## config.mk

```make
export PLATFORM = sky130hd
export DESIGN_NAME = stg_ma
export DESIGN_NICKNAME = d
export VERILOG_FILES = /design/src/rtl/stg_ma_pkg.sv /design/src/rtl/stg_ma.sv
export SDC_FILE = /design/constraint.sdc
export NUM_CORES = 1
export LEC_CHECK = 0
export ABC_AREA = 1
export CORE_MARGIN = 1
export CORE_UTILIZATION = 46
export DETAILED_ROUTE_END_ITERATION = 7
export HOLD_SLACK_MARGIN = 0.06
export PLACE_DENSITY = 0.88
export REMOVE_ABC_BUFFERS = 1
export SYNTH_ARGS = -nofsm -noshare
export SYNTH_HDL_FRONTEND = slang
export SYNTH_SLANG_ARGS = --single-unit
```

## constraint.sdc

```tcl
create_clock -name iw_clk -period 12.77 [get_ports iw_clk]
set_clock_uncertainty 0.1 [all_clocks]
set_input_delay 2.554 -clock iw_clk [delete_from_list [all_inputs] [get_ports iw_clk]]
set_output_delay 2.554 -clock iw_clk [all_outputs]
set_load 0.01 [all_outputs]
```

## src/rtl/stg_ma_pkg.sv

```systemverilog
// Shared widths, opcodes, MA state encoding and the memory-op decode helpers
// used by the memory-access stage and the hazard unit.
package stg_ma_pkg;

  localparam int SIZE_ADDR   = 24;
  localparam int SIZE_DATA   = 24;
  localparam int SIZE_OPC    = 8;
  localparam int SIZE_TGT_GP = 4;
  localparam int SIZE_TGT_SR = 2;

  localparam logic [SIZE_OPC-1:0] OPC_NOP     = 8'h00;
  localparam logic [SIZE_OPC-1:0] OPC_RU_ADDu = 8'h01;
  localparam logic [SIZE_OPC-1:0] OPC_RU_LDu  = 8'h10;
  localparam logic [SIZE_OPC-1:0] OPC_RU_STu  = 8'h11;
  localparam logic [SIZE_OPC-1:0] OPC_IU_STiu = 8'h12;
  localparam logic [SIZE_OPC-1:0] OPC_IS_STis = 8'h13;

  typedef enum logic {
    MA_IDLE = 1'b0,
    MA_BUSY = 1'b1
  } ma_state_e;

  function automatic logic is_load_op(input logic [SIZE_OPC-1:0] opc);
    return (opc == OPC_RU_LDu);
  endfunction

  function automatic logic is_store_op(input logic [SIZE_OPC-1:0] opc);
    return (opc == OPC_RU_STu) || (opc == OPC_IU_STiu) || (opc == OPC_IS_STis);
  endfunction

  function automatic logic is_mem_op(input logic [SIZE_OPC-1:0] opc);
    return is_load_op(opc) || is_store_op(opc);
  endfunction

endpackage

```

## src/rtl/stg_ma.sv

```systemverilog
// Memory-access pipeline stage: issues loads/stores on a req/ack port with a
// bounded wait, stalls upstream while busy, and forwards results to writeback.
module stg_ma
  import stg_ma_pkg::*;
#(
  parameter int MEM_TIMEOUT = 255
) (
  input  logic                   iw_clk,
  input  logic                   iw_rst,
  input  logic [SIZE_ADDR-1:0]   iw_pc,
  input  logic [SIZE_DATA-1:0]   iw_instr,
  input  logic [SIZE_OPC-1:0]    iw_opc,
  input  logic [SIZE_TGT_GP-1:0] iw_tgt_gp,
  input  logic                   iw_tgt_gp_we,
  input  logic [SIZE_TGT_SR-1:0] iw_tgt_sr,
  input  logic                   iw_tgt_sr_we,
  input  logic [SIZE_ADDR-1:0]   iw_addr,
  input  logic [SIZE_DATA-1:0]   iw_result,
  input  logic                   iw_mem_ack,
  input  logic [SIZE_DATA-1:0]   iw_mem_rdata,
  output logic                   or_mem_req,
  output logic                   or_mem_we,
  output logic [SIZE_ADDR-1:0]   or_mem_addr,
  output logic [SIZE_DATA-1:0]   or_mem_wdata,
  output logic                   or_mem_err,
  output logic                   ow_stall,
  output logic [SIZE_ADDR-1:0]   ow_pc,
  output logic [SIZE_DATA-1:0]   ow_instr,
  output logic [SIZE_OPC-1:0]    ow_opc,
  output logic [SIZE_TGT_GP-1:0] ow_tgt_gp,
  output logic                   ow_tgt_gp_we,
  output logic [SIZE_TGT_SR-1:0] ow_tgt_sr,
  output logic                   ow_tgt_sr_we,
  output logic [SIZE_DATA-1:0]   ow_result
);

  localparam logic [7:0] TMO_LAST = 8'(MEM_TIMEOUT - 1);

  ma_state_e  r_state;
  ma_state_e  w_state_nxt;
  logic [7:0] r_cnt;
  logic       w_stall;
  logic       w_is_mem;
  logic       w_is_load;
  logic       w_ack;
  logic       w_timeout;

  // Ack only counts while a request is outstanding; timeout loses to ack.
  always_comb begin
    w_is_mem  = is_mem_op(iw_opc);
    w_is_load = is_load_op(iw_opc);
    w_ack     = iw_mem_ack & or_mem_req;
    w_timeout = (r_state == MA_BUSY) & ~w_ack & (r_cnt == TMO_LAST);
  end

  // State register.
  always_ff @(posedge iw_clk or posedge iw_rst) begin
    if (iw_rst) begin
      r_state <= MA_IDLE;
    end else begin
      r_state <= w_state_nxt;
    end
  end

  // Next-state and upstream stall.
  always_comb begin
    w_state_nxt = r_state;
    w_stall     = 1'b0;
    case (r_state)
      MA_IDLE: begin
        if (w_is_mem) begin
          w_state_nxt = MA_BUSY;
          w_stall     = 1'b1;
        end else begin
          w_state_nxt = MA_IDLE;
          w_stall     = 1'b0;
        end
      end
      MA_BUSY: begin
        if (w_ack || w_timeout) begin
          w_state_nxt = MA_IDLE;
          w_stall     = 1'b0;
        end else begin
          w_state_nxt = MA_BUSY;
          w_stall     = 1'b1;
        end
      end
      default: begin
        w_state_nxt = MA_IDLE;
        w_stall     = 1'b0;
      end
    endcase
  end

  assign ow_stall = w_stall & ~iw_rst;

  // Memory request, timeout counter, sticky error and writeback latches.
  always_ff @(posedge iw_clk or posedge iw_rst) begin
    if (iw_rst) begin
      or_mem_req   <= 1'b0;
      or_mem_we    <= 1'b0;
      or_mem_addr  <= {SIZE_ADDR{1'b0}};
      or_mem_wdata <= {SIZE_DATA{1'b0}};
      or_mem_err   <= 1'b0;
      r_cnt        <= 8'd0;
      ow_pc        <= {SIZE_ADDR{1'b0}};
      ow_instr     <= {SIZE_DATA{1'b0}};
      ow_opc       <= {SIZE_OPC{1'b0}};
      ow_tgt_gp    <= {SIZE_TGT_GP{1'b0}};
      ow_tgt_gp_we <= 1'b0;
      ow_tgt_sr    <= {SIZE_TGT_SR{1'b0}};
      ow_tgt_sr_we <= 1'b0;
      ow_result    <= {SIZE_DATA{1'b0}};
    end else begin
      case (r_state)
        MA_IDLE: begin
          ow_pc     <= iw_pc;
          ow_instr  <= iw_instr;
          ow_tgt_gp <= iw_tgt_gp;
          ow_tgt_sr <= iw_tgt_sr;
          ow_result <= iw_result;
          if (w_is_mem) begin
            // Writeback sees a bubble while the access is outstanding.
            or_mem_req   <= 1'b1;
            or_mem_we    <= is_store_op(iw_opc);
            or_mem_addr  <= iw_addr;
            or_mem_wdata <= iw_result;
            r_cnt        <= 8'd0;
            ow_opc       <= {SIZE_OPC{1'b0}};
            ow_tgt_gp_we <= 1'b0;
            ow_tgt_sr_we <= 1'b0;
          end else begin
            ow_opc       <= iw_opc;
            ow_tgt_gp_we <= iw_tgt_gp_we;
            ow_tgt_sr_we <= iw_tgt_sr_we;
          end
        end
        MA_BUSY: begin
          if (w_ack) begin
            or_mem_req   <= 1'b0;
            ow_pc        <= iw_pc;
            ow_instr     <= iw_instr;
            ow_opc       <= iw_opc;
            ow_tgt_gp    <= iw_tgt_gp;
            ow_tgt_sr    <= iw_tgt_sr;
            ow_tgt_sr_we <= iw_tgt_sr_we;
            ow_result    <= w_is_load ? iw_mem_rdata : iw_result;
            ow_tgt_gp_we <= w_is_load ? iw_tgt_gp_we : 1'b0;
          end else if (w_timeout) begin
            or_mem_req   <= 1'b0;
            or_mem_err   <= 1'b1;
            ow_pc        <= iw_pc;
            ow_instr     <= iw_instr;
            ow_opc       <= iw_opc;
            ow_tgt_gp    <= iw_tgt_gp;
            ow_tgt_sr    <= iw_tgt_sr;
            ow_tgt_gp_we <= 1'b0;
            ow_tgt_sr_we <= 1'b0;
            ow_result    <= {SIZE_DATA{1'b0}};
          end else begin
            r_cnt <= r_cnt + 8'd1;
          end
        end
        default: begin
          or_mem_req <= 1'b0;
        end
      endcase
    end
  end

endmodule

```

==> summary.md <==
| Metric | Value |
|---|---|
| Status | `finished clean` |
| Vias in the first global route | `6037` |
| Dominant cells by area after synthesis | `dfrtp_1, nand2_1, nand3_1` |
| Fmax | `around 120 MHz` |
| Synth cell types | `26` |
| Reg2reg path depth | `10` |
| Setup Buffers After CTS | `0` |
| Vias post-DR | `~6300` |
| Drt pass-1 iters | `5` |
| Cell count after synthesis | `around 760` |
| Routed vias/inst | `approximately 5.2` |
| Worst slew pin tran | `1187 ps` |
| Place WS | `4299 ps` |
| Commonest non-fill, non-tap cells in the layout | `nand2_1, clkdlybuf4s50_1, dfrtp_1, nand3_1, inv_1` |
| CTS Buf Count | `17` |
| Root buffer cell | `clkbuf_16` |
| Hold Path Depth | `2` |
| I/O pin count | `279` |
| Clock period minus final worst setup slack | `~8500 ps` |
| Die area | `0.01463 mm²` |
| CP arrival | `slightly below 6000 ps` |
| Top cell type's share of synthesized area | `about 57%` |
| Final Slew Violations | `0` |
| Combinational power share | `about 37%` |
| Final core occ | `71.88%` |
| Final period util | `around two thirds` |
| Net Sw Frac | `32.75%` |
| Die height | `121.0 µm` |
| R2r setup slk | `9710 ps` |
| Ratio of cells with drive above 1 in the final layout | `4.762%` |
| Hold endpoint | `or_mem_addr[10]` |
| Largest fanout on the critical path | `78` |
| Port-buffer cells | `278` |
| Grt total ovfl | `0` |
| Peak VDD IR | `0.0001268 V` |
| Max cap viols | `0` |
| Final hold slack | `382.6 ps` |
| Cell row count | `43` |
| GR Util All Layers | `27.34%` |
| Pwr dens | `204.3 mW/mm²` |
| CTS tree | `yes` |
| Worst hold path type | `reg2reg` |
| DRT Wirelength | `19620 µm` |
| Setup-failing EPs final | `0` |
| Core Footprint | `0.01383 mm²` |
| Ant. Diodes | `0` |
| Most common cell after layout, fill and taps aside | `nand2_1` |
| Post-synth top area cell | `dfrtp_1` |
| HP Start | `or_mem_addr[10]` |
| Worst-Skew Late Latency | `410 ps` |
| CP Class | `in2out` |
| Final Worst Setup Slack | `~4300 ps` |
| Syn-to-layout area delta | `52.66%` |
| Post-CTS Hold Fix Bufs | `0` |
| Mapped Area | `0.006510 mm²` |
| CTS sink cnt | `about 150` |
| RSZ-0062 raised after global routing | `no` |
| Initial Util | `47.08%` |
| Synthesized area per cell | `8.532 µm²` |
| First-pass GRT wire length | `30740 µm` |
| Hpwl dp | `12660 µm` |
| FF-to-FF End | `r_cnt[2]` |
| Sequential share of the synthesized area | `56.89%` |
| Die X | `121.0 µm` |
| Clock Power Share | `27.5%` |
| Post-DR wirelength/cell | `around 16 µm` |
| Worst setup EP type | `output port` |
| WP data required | `10120 ps` |
| Final Wtd Congestion | `0.8034` |
| CP Launch Type | `input pin` |
| Sw power | `0.6647 mW` |
| Yosys warning total | `0` |
| Antenna-violating nets left | `0` |
| Relative slew slack | `20.79%` |
| Setup_tns | `0 ps` |
| # nets final | `about 1200` |
| # H-tree levels | `4` |
| Initial DRC Count | `around 470` |
| Drt drc | `0` |
| Seq pwr share | `35.5%` |
| Leakage power | `4.726 nW` |
| Pin count of the biggest net entering global routing | `89` |
| Int Pwr | `1.365 mW` |
| Hold Vio Cnt, Final | `0` |
| Deepest clock path buffer count | `2` |
| Power Total | `2.030 mW` |
| Resized Gates After CTS | `0` |
| Fill count | `~1000` |
| FF+latch count, synth | `148` |
| RR Startpoint | `r_cnt[0]` |
| Clock transition at the registers of the reported paths | `about 60 ps` |
| Initial antenna violation count | `0` |
critical path: stages:
cell and delay (ps):
clkdlybuf4s50_1 470, nand2_1 90, nor2_4 560, nand3_4 830
nand2_4 470, inv_2 150, nor2_1 110, clkdlybuf4s50_1 530
flip-flops by register name, indices dropped and copies added (netlist names):
register	cells
or_mem_addr	24
ow_tgt_sr	2
ow_result	24
ow_tgt_gp	4
ow_tgt_gp_we	1
ow_tgt_sr_we	1
r_cnt	8
or_mem_wdata	24
or_mem_err	1
or_mem_we	1
r_state	1
ow_instr	24
ow_pc	24
or_mem_req	1
ow_opc	8
logic make-up (layout without fill, tap and decap cells):
family	count (synthesis)	count (layout)	share of synthesized area, %
and+or+nand+nor	488	488	33.13
xor gates and xnor gates	3	3	0.4037
adders and majority gates	2	2	0.3843
AOI/OAI and AO/OA	33	33	2.595
DFF	148	148	56.89
buffers and inverters	89	355	6.592
power by group through the flow:
stage / logic, mW / registers (mW) / clock network (mW)
6_report: 0.750 / 0.722 / 0.559
5_1_grt: 0.811 / 0.738 / 0.587
4_1_cts: 0.754 / 0.721 / 0.567
3_5_place_dp: 0.745 / 0.726 / 0
3_3_place_gp: 0.731 / 0.719 / 0
2_1_floorplan: 0.230 / 0.788 / 0
layer usage:
layer	wire length (µm)	global-route usage (%)	vias to the layer above	part of all wire, %
met4	726	12.96	0	3.7
li1	-	-	2944	-
met3	1628	7.425	55	8.3
met1	7798	33.46	2963	40
met5	0	0	-	0
met2	9471	44.75	316	48
worst max-delay path by stage:
stage | endpoint | startpoint | slack (ps) | cells past startpoint
after floorplan | ow_stall | iw_mem_ack | 5690 | 7
after CTS | ow_stall | iw_opc[4] | 4290 | 8
after detailed placement | ow_stall | iw_opc[4] | 4300 | 8
final | ow_stall | iw_opc[4] | 4320 | 8
after global routing | ow_stall | iw_opc[4] | 4060 | 8
after global placement | ow_stall | iw_opc[4] | 4330 | 8
synth_stat cells (all sizes together):
cell	n
dfrtp	148
o22ai	1
inv	42
o21ai	29
nand3	143
buf	34
o21bai	1
clkinv	1
nor2	17
clkbuf	12
nand2	302
ha	2
nand3b	24
xor2	3
a21oi	2
nand4	1
nor3	1
layout make-up:
type,instances,area [µm²],area share [%]
flip-flops and latches,148,3704,37.27
repair buffers,280,2798,28.15
multi-input cells,526,2382,23.97
clock buffers,18,439.2,4.419
well taps,180,225.2,2.266
clock inverters,14,222.7,2.241
inverters,43,167.7,1.687
through the flow:
| stage | cells | area, µm² |
|---|---|---|
| finish | 1209 | 9938 |
| global route | 1209 | 9938 |
| CTS | 1209 | 9938 |
| detailed placement | 1177 | 9276 |
| global placement | 1177 | 9276 |
| floorplan | 717 | 6243 |
(Power assumes the default switching activity.)
